**src/rtl/regfile_param_if.sv**
```systemverilog
// Register-file access bundle: one write port and two read ports.
// Parameters must match those of the regfile_param instance it is bound to.
interface regfile_param_if #(
    parameter int WIDTH  = 32,
    parameter int ADDR_W = 5
);
    logic              we;
    logic [ADDR_W-1:0] waddr;
    logic [WIDTH-1:0]  wdata;
    logic [ADDR_W-1:0] raddr_a;
    logic [ADDR_W-1:0] raddr_b;
    logic [WIDTH-1:0]  rdata_a;
    logic [WIDTH-1:0]  rdata_b;

    modport master (
        output we, waddr, wdata, raddr_a, raddr_b,
        input  rdata_a, rdata_b
    );

    modport slave (
        input  we, waddr, wdata, raddr_a, raddr_b,
        output rdata_a, rdata_b
    );
endinterface

```
**src/rtl/regfile_param.sv**
```systemverilog
// DEPTH x WIDTH register file: one write port, two independent read ports, synchronous clear,
// optional hardwired-zero entry 0, write-to-read bypass and registered read.
module regfile_param #(
    parameter int WIDTH    = 32,
    parameter int ADDR_W   = 5,
    parameter bit ZERO_REG = 1'b1,
    parameter bit BYPASS   = 1'b1,
    parameter bit READ_REG = 1'b0
) (
    input logic             clock,
    input logic             clr,
    regfile_param_if.slave  bus
);
    localparam int unsigned DEPTH = 2 ** ADDR_W;

    logic [WIDTH-1:0]  r_mem [DEPTH];
    logic              w_wr_en;
    logic              w_wr_live;
    logic [ADDR_W-1:0] w_raddr [2];
    logic [WIDTH-1:0]  w_sel   [2];

    assign w_wr_live  = bus.we && !clr;
    assign w_wr_en    = w_wr_live && !(ZERO_REG && (bus.waddr == '0));
    assign w_raddr[0] = bus.raddr_a;
    assign w_raddr[1] = bus.raddr_b;

    always_ff @(posedge clock) begin
        if (clr) begin
            for (int unsigned i = 0; i < DEPTH; i++) begin
                r_mem[i] <= '0;
            end
        end else if (w_wr_en) begin
            r_mem[bus.waddr] <= bus.wdata;
        end
    end

    // Zero-register masking is applied last so it also overrides a bypassed write to entry 0.
    always_comb begin
        for (int unsigned p = 0; p < 2; p++) begin
            w_sel[p] = r_mem[w_raddr[p]];
            if (BYPASS && w_wr_live && (w_raddr[p] == bus.waddr)) begin
                w_sel[p] = bus.wdata;
            end
            if (ZERO_REG && (w_raddr[p] == '0)) begin
                w_sel[p] = '0;
            end
        end
    end

    generate
        if (READ_REG) begin : g_rd_reg
            logic [WIDTH-1:0] r_rdata [2];

            always_ff @(posedge clock) begin
                for (int unsigned p = 0; p < 2; p++) begin
                    r_rdata[p] <= clr ? '0 : w_sel[p];
                end
            end

            assign bus.rdata_a = r_rdata[0];
            assign bus.rdata_b = r_rdata[1];
        end else begin : g_rd_comb
            assign bus.rdata_a = w_sel[0];
            assign bus.rdata_b = w_sel[1];
        end
    endgenerate
endmodule

```
**src/flat_wrapper.sv**
```systemverilog
// flat-port wrapper written by rule: the top's interface ports become plain ports
module regfile_param_flat 
#(
    parameter int WIDTH    = 32,
    parameter int ADDR_W   = 5,
    parameter bit ZERO_REG = 1'b1,
    parameter bit BYPASS   = 1'b1,
    parameter bit READ_REG = 1'b0
)
  (clock, clr, bus_we, bus_waddr, bus_wdata, bus_raddr_a, bus_raddr_b, bus_rdata_a, bus_rdata_b);
  regfile_param_if #(.WIDTH(WIDTH), .ADDR_W(ADDR_W)) bus_i ();
  input logic clock;
  input logic clr;
  input wire logic [$bits(bus_i.we)-1:0] bus_we;
  input wire logic [$bits(bus_i.waddr)-1:0] bus_waddr;
  input wire logic [$bits(bus_i.wdata)-1:0] bus_wdata;
  input wire logic [$bits(bus_i.raddr_a)-1:0] bus_raddr_a;
  input wire logic [$bits(bus_i.raddr_b)-1:0] bus_raddr_b;
  output wire logic [$bits(bus_i.rdata_a)-1:0] bus_rdata_a;
  output wire logic [$bits(bus_i.rdata_b)-1:0] bus_rdata_b;
  assign bus_i.we = bus_we;
  assign bus_i.waddr = bus_waddr;
  assign bus_i.wdata = bus_wdata;
  assign bus_i.raddr_a = bus_raddr_a;
  assign bus_i.raddr_b = bus_raddr_b;
  assign bus_rdata_a = bus_i.rdata_a;
  assign bus_rdata_b = bus_i.rdata_b;
  regfile_param #(.WIDTH(WIDTH), .ADDR_W(ADDR_W), .ZERO_REG(ZERO_REG), .BYPASS(BYPASS), .READ_REG(READ_REG)) u_core (.clock(clock), .clr(clr), .bus(bus_i));
endmodule
```
**config.mk**
```make
export PLATFORM = sky130hd
export DESIGN_NAME = regfile_param_flat
export DESIGN_NICKNAME = d
export VERILOG_FILES = /design/src/rtl/regfile_param_if.sv /design/src/rtl/regfile_param.sv /design/src/flat_wrapper.sv
export SDC_FILE = /design/constraint.sdc
export NUM_CORES = 2
export LEC_CHECK = 0
export CAP_MARGIN = 20
export CORE_MARGIN = 2
export CORE_UTILIZATION = 51
export DETAILED_ROUTE_END_ITERATION = 10
export PLACE_DENSITY = 0.77
export SLEW_MARGIN = 20
export SYNTH_ARGS = -nofsm -noshare
export SYNTH_HDL_FRONTEND = slang
export SYNTH_SLANG_ARGS = --single-unit
```
**constraint.sdc**
```tcl
create_clock -name clock -period 3.3 [get_ports clock]
set_input_delay 0.825 -clock clock [delete_from_list [all_inputs] [get_ports clock]]
set_output_delay 0.825 -clock clock [all_outputs]
set_load 0.005 [all_outputs]
```
==> After elaboration in Yosys (flattened, before gate mapping) <==
Memory sizes are Yosys's and may differ from the RTL's.
Index checks and enable logic that the tools add are counted.
{ "totals": {"ff_bits": 0, "latchBits": 0, "ram_bits": 1024, "rom_bits": 0, "in_bits": 50, "out_inout_bits": 64, "wordCells": 25, "mem_count": 1} }
{ "memory_table": {"columns": ["name", "words", "word_bits", "read_ports", "rd_ports_with_merged_regs", "write_ports", "line_no", "rtl"], "rows": [
  ["u_core.r_mem", 32, 32, 2, 0, 32, "regfile_param.sv:16", "logic [WIDTH-1:0] r_mem [DEPTH];"]
]} }
{ "classes": {"add_sub_neg": 0, "mul": 0, "n_div": 0, "magnitude_cmp": 0, "n_eq_ne": 2, "shifts": 0, "muxes": 12, "bitwise": 0, "reduce_logical": 10} }
{ "ops": {"columns": ["operator", "n"], "rows": [
  ["2-to-1 mux 32 bit", 5],
  ["OR reduction 32 bit", 1],
  ["zero test 5 bit", 3],
  ["== test 5 bit", 2],
  ["2-to-1 mux 1 bit", 6],
  ["2-to-1 mux 5 bit", 1],
  ["logical AND 1 bit", 4],
  ["zero test 1 bit", 2]
]} }

==> Logic depth before layout (Yosys ltp) <==
{ "depth": {"word_depth": 8, "mapped_depth": 10} }

==> Worst setup path before layout <==
Ideal clock, no wire load.
{ "synth_timing": {"kind": "input -> output", "startpoint": "in bus_raddr_b[0]", "endpoint": "out bus_rdata_b[26]", "arrival_time_ns": 2.485, "path_slack_ns": -0.010, "path_stages": 7, "path_buffers": 3, "cell_sequence": "buf_6 buf_2 buf_2 mux4_2 a22oi_1 nand2_1 a32o_1"} }
{ "synth_via": {"elab_chain_cells": 4} }
{ "synth_lines": {"columns": ["element", "line_no", "rtl"], "rows": [
  ["from (decl)", "flat_wrapper.sv:18", "input wire logic [$bits(bus_i.raddr_b)-1:0] bus_raddr_b;"],
  ["branches (longest 3 deep; another with memory read (32 x 32 bit))", null, null],
  ["2-to-1 mux 32 bit (*)", "regfile_param.sv:44", "if (ZERO_REG && (w_raddr[p] == '0)) begin"],
  ["to (decl)", "flat_wrapper.sv:20", "output wire logic [$bits(bus_i.rdata_b)-1:0] bus_rdata_b;"]
]} }
Every way passes the cells marked *.

==> Worst setup path in the final report <==
{ "layout_timing": {"startpoint": "in bus_raddr_b[0]", "endpoint": "out bus_rdata_b[31]"} }
The elaborated chain is that of the path after synthesis.

==> results.yml <==
run_status:
  status: "finished, violations left"
  violations: "negative setup slack"
clocking:
  cts.path.max_buffers: 3
  htree_num_levels: 3
  tritoncts_clock_tree: "yes"
  cts_hold_buf: 0
  cts.sinks: 1024
  tritoncts.num_buffers: 103
  clock_slew_at_reported_path_ffs_ps: 60
  root_buffer: "sky130_fd_sc_hd__clkbuf_16"
yosys:
  asyncSetResetFlopFracSynth: 0
  synth_top_area_cell: "sky130_fd_sc_hd__edfxtp_1"
  yosys_register_bits: 1024
  ys_top_cells_by_area: "sky130_fd_sc_hd__edfxtp_1, sky130_fd_sc_hd__mux4_2, sky130_fd_sc_hd__and2_1"
  yosysSeqAreaShare: 0.560
  ys_warn_count: 0
  synthDistinctLibCells: 55
  synth_edf_count: 1024
  ys.flop_type: "sky130_fd_sc_hd__edfxtp_1"
  synth.top_cell.area_share: 0.560
  synth_area_per_cell_um2: 14.6
  synth.cell_area_mm2: 0.0549
  netlist_instances: 3764
floorplanning:
  die_area_mm2: 0.110
  floorplan.io_pins: 114
  die_x_um: 332
  row_count: 120
  fp.dieH_um: 332
  initial_core_util: 0.514
  core_area_mm2: 0.107
layout:
  fin_area_mm2: 0.0707
  final_cells: 5933
  layout_common_cells: "sky130_fd_sc_hd__edfxtp_1, sky130_fd_sc_hd__and2_1, sky130_fd_sc_hd__buf_4"
  drive_above_1_share: 0.393
  layout_commonest_cell: "sky130_fd_sc_hd__edfxtp_1"
  largest_register_ff_count: 1024
  final_net_count: 4481
  syn_to_final_growth_pct: 28.6
  registers.top_by_ff_count: "u_core.r_mem"
  largest_registers: "u_core.r_mem: 1024 flops"
pwr:
  power_dissipated_by_switching_net_loads_uw: 8720
  power_leakage_uw: 0.0262
  worst_ir_drop_vdd_uv: 498
  power_frac_seq: 0.473
  combPwrFrac: 0.176
  internal_pwr_total_uw: 23900
  clkPwrFrac: 0.351
  pwr_density_cell_mw_per_mm2: 462
  netSwitchingFraction: 0.267
routing:
  wl_per_cell_um: 39.2
  drt-total-wl_um: 232000
  drt-pass1-iter-count: 8
  drt-vias-per-instance: 7.42
  drcViolationCount: 0
  total_number_of_vias: 44000
  drtIter0Drc: 8910
  ant_nets: 0
timing:
  final.min_clock_period_ps: 3950
  slew-limit-headroom: 0.298
  setup_tns_ps: -23380
  worst_pin_slew_ps: 1050
  hold_viol_final: 0
  setup_viol: 64
  min_period_over_period: 1.20
  maxClockFrequency_ghz: 0.253
  layout_setup_ws_ps: -654
  timing_max_transition_violations_final: 0
  rsz0062_at_grt: "yes"
placement:
  numPortBuffers: 113
  hpwlAfterDp_um: 139000
  dpl_cell_area_mm2: 0.0627
  globalplace.congestion: 1.01
  post_place_cells: 5512
flow_run:
  max_cap_violations: 0
worst_hold_path:
  worstHoldPathType: "input port to flop"
grt:
  grt_first_pass_wirelength_um: 314000
  initial_antenna_violation_count: 23
  grt_pass1_vias: 42900
  grt_start_max_net_pins: 59
  gr-total-overflow: 0
  globalRouteTotalUtil: 0.404
worst_setup_path:
  timing.critical_path.to_type: "primary output"
  worstPathRequired_ps: 2470
  critical_path.startpoint_type: "input port"
  worst-setup-path-type: "input port to primary output"
  timing.critical_path.arrival_ps: 3130
  crit_path_max_fanout: 7
## metrics by stage
step | power, µW | hold WS, ps | util | setup slack [ps]
floorplan | 17800 | 1020 | - | -8.88
global placement | 20200 | 1290 | 0.586 | -1530
detailed placement | 20300 | 1290 | 0.586 | -1120
CTS | 31900 | 573 | 0.651 | -458
global route | 33000 | 574 | 0.661 | -654
finish | 32700 | 614 | 0.661 | -654
## synthesized netlist by cell type (4+ instances only)
| cell | number |
|---|---|
| sky130_fd_sc_hd__edfxtp_1 | 1024 |
| sky130_fd_sc_hd__and2_1 | 996 |
| sky130_fd_sc_hd__mux4_2 | 369 |
| sky130_fd_sc_hd__clkbuf_1 | 290 |
| sky130_fd_sc_hd__mux2i_1 | 287 |
| sky130_fd_sc_hd__a22oi_1 | 112 |
| sky130_fd_sc_hd__a21oi_1 | 79 |
| sky130_fd_sc_hd__buf_2 | 68 |
| sky130_fd_sc_hd__o221ai_1 | 60 |
| sky130_fd_sc_hd__nor2_1 | 54 |
| sky130_fd_sc_hd__nand2_1 | 40 |
| sky130_fd_sc_hd__or2_2 | 33 |
| sky130_fd_sc_hd__a22o_1 | 32 |
| sky130_fd_sc_hd__o22ai_1 | 27 |
| sky130_fd_sc_hd__buf_4 | 26 |
| sky130_fd_sc_hd__o21ai_0 | 24 |
| sky130_fd_sc_hd__o221a_2 | 18 |
| sky130_fd_sc_hd__a32o_1 | 17 |
| sky130_fd_sc_hd__a211o_1 | 16 |
| sky130_fd_sc_hd__mux4_1 | 15 |
| sky130_fd_sc_hd__o211ai_1 | 14 |
| sky130_fd_sc_hd__a221o_1 | 13 |
| sky130_fd_sc_hd__a211oi_1 | 12 |
| sky130_fd_sc_hd__buf_1 | 11 |
| sky130_fd_sc_hd__mux2_2 | 11 |
| sky130_fd_sc_hd__nand3_1 | 11 |
| sky130_fd_sc_hd__nor4_1 | 10 |
| sky130_fd_sc_hd__buf_6 | 8 |
| sky130_fd_sc_hd__nand3b_1 | 8 |
| sky130_fd_sc_hd__nor2b_1 | 7 |
| sky130_fd_sc_hd__a2111oi_0 | 6 |
| sky130_fd_sc_hd__a221oi_1 | 6 |
| sky130_fd_sc_hd__o2bb2ai_1 | 6 |
| sky130_fd_sc_hd__xor2_1 | 6 |
| sky130_fd_sc_hd__nand2b_1 | 5 |
| sky130_fd_sc_hd__nor3_1 | 5 |
| sky130_fd_sc_hd__or3_1 | 5 |
| sky130_fd_sc_hd__xnor2_1 | 4 |
## per-layer routing
layer  vias to the layer above  global-route usage  wire, µm
met5                         -             0.00347       483
met4                        22               0.270     22100
met3                      1600               0.199     44600
met2                      5177               0.574     95200
met1                     21300               0.486     70000
li1                      15900                   -         -
## worst max-delay path: stages
cell and delay [ps]:
sky130_fd_sc_hd__buf_16 120, sky130_fd_sc_hd__buf_8 130, sky130_fd_sc_hd__buf_12 110, sky130_fd_sc_hd__buf_16 150
sky130_fd_sc_hd__buf_4 180, sky130_fd_sc_hd__mux4_2 520, sky130_fd_sc_hd__mux2i_1 270, sky130_fd_sc_hd__o21ai_1 190
sky130_fd_sc_hd__buf_4 180, sky130_fd_sc_hd__a32o_2 310, sky130_fd_sc_hd__buf_6 140
## cell families after synthesis
kind of cell	synth area share
AO/OA/AOI/OAI	0.0622
XOR/XNOR	0.00159
buffers and inverters	0.0325
flip-flops	0.560
multiplexers	0.213
other	0.0000683
AND/OR/NAND/NOR	0.131
## worst paths after layout
path,slack [ps],cells after the start,startpoint,to
max,-650,11,bus_raddr_b[0],bus_rdata_b[31]
min,610,2,clr,u_core.r_mem[0][25]
## cell type report
type                            count  area (µm²)
Antenna cell                       14        35.0
Timing Repair Buffer              935       10500
Clock inverter                     54         369
Sequential cell                  1024       30700
Clock buffer                      136        2810
Fill cell                        6802       36200
Tap cell                         1403        1760
Multi-Input combinational cell   2363       24500
Inverter                            4        20.0
## power by group through the flow
| stage | Clock [µW] | Sequential, µW | Combinational (µW) |
|---|---|---|---|
| 3_5_place_dp | 0 | 15700 | 4640 |
| 3_3_place_gp | 0 | 15600 | 4600 |
| 2_1_floorplan | 0 | 15500 | 2330 |
| 6_report | 11500 | 15500 | 5740 |
| 4_1_cts | 11300 | 15400 | 5210 |
| 5_1_grt | 11800 | 15500 | 5730 |
## repair_timing
action,in CTS,in global routing
buffers inserted,137,83
gates resized for setup,732,190
setup endpoints to repair,64,64
cloned,26,5
pin swaps,136,119
No activity file was read; power rests on OpenSTA's default activity.
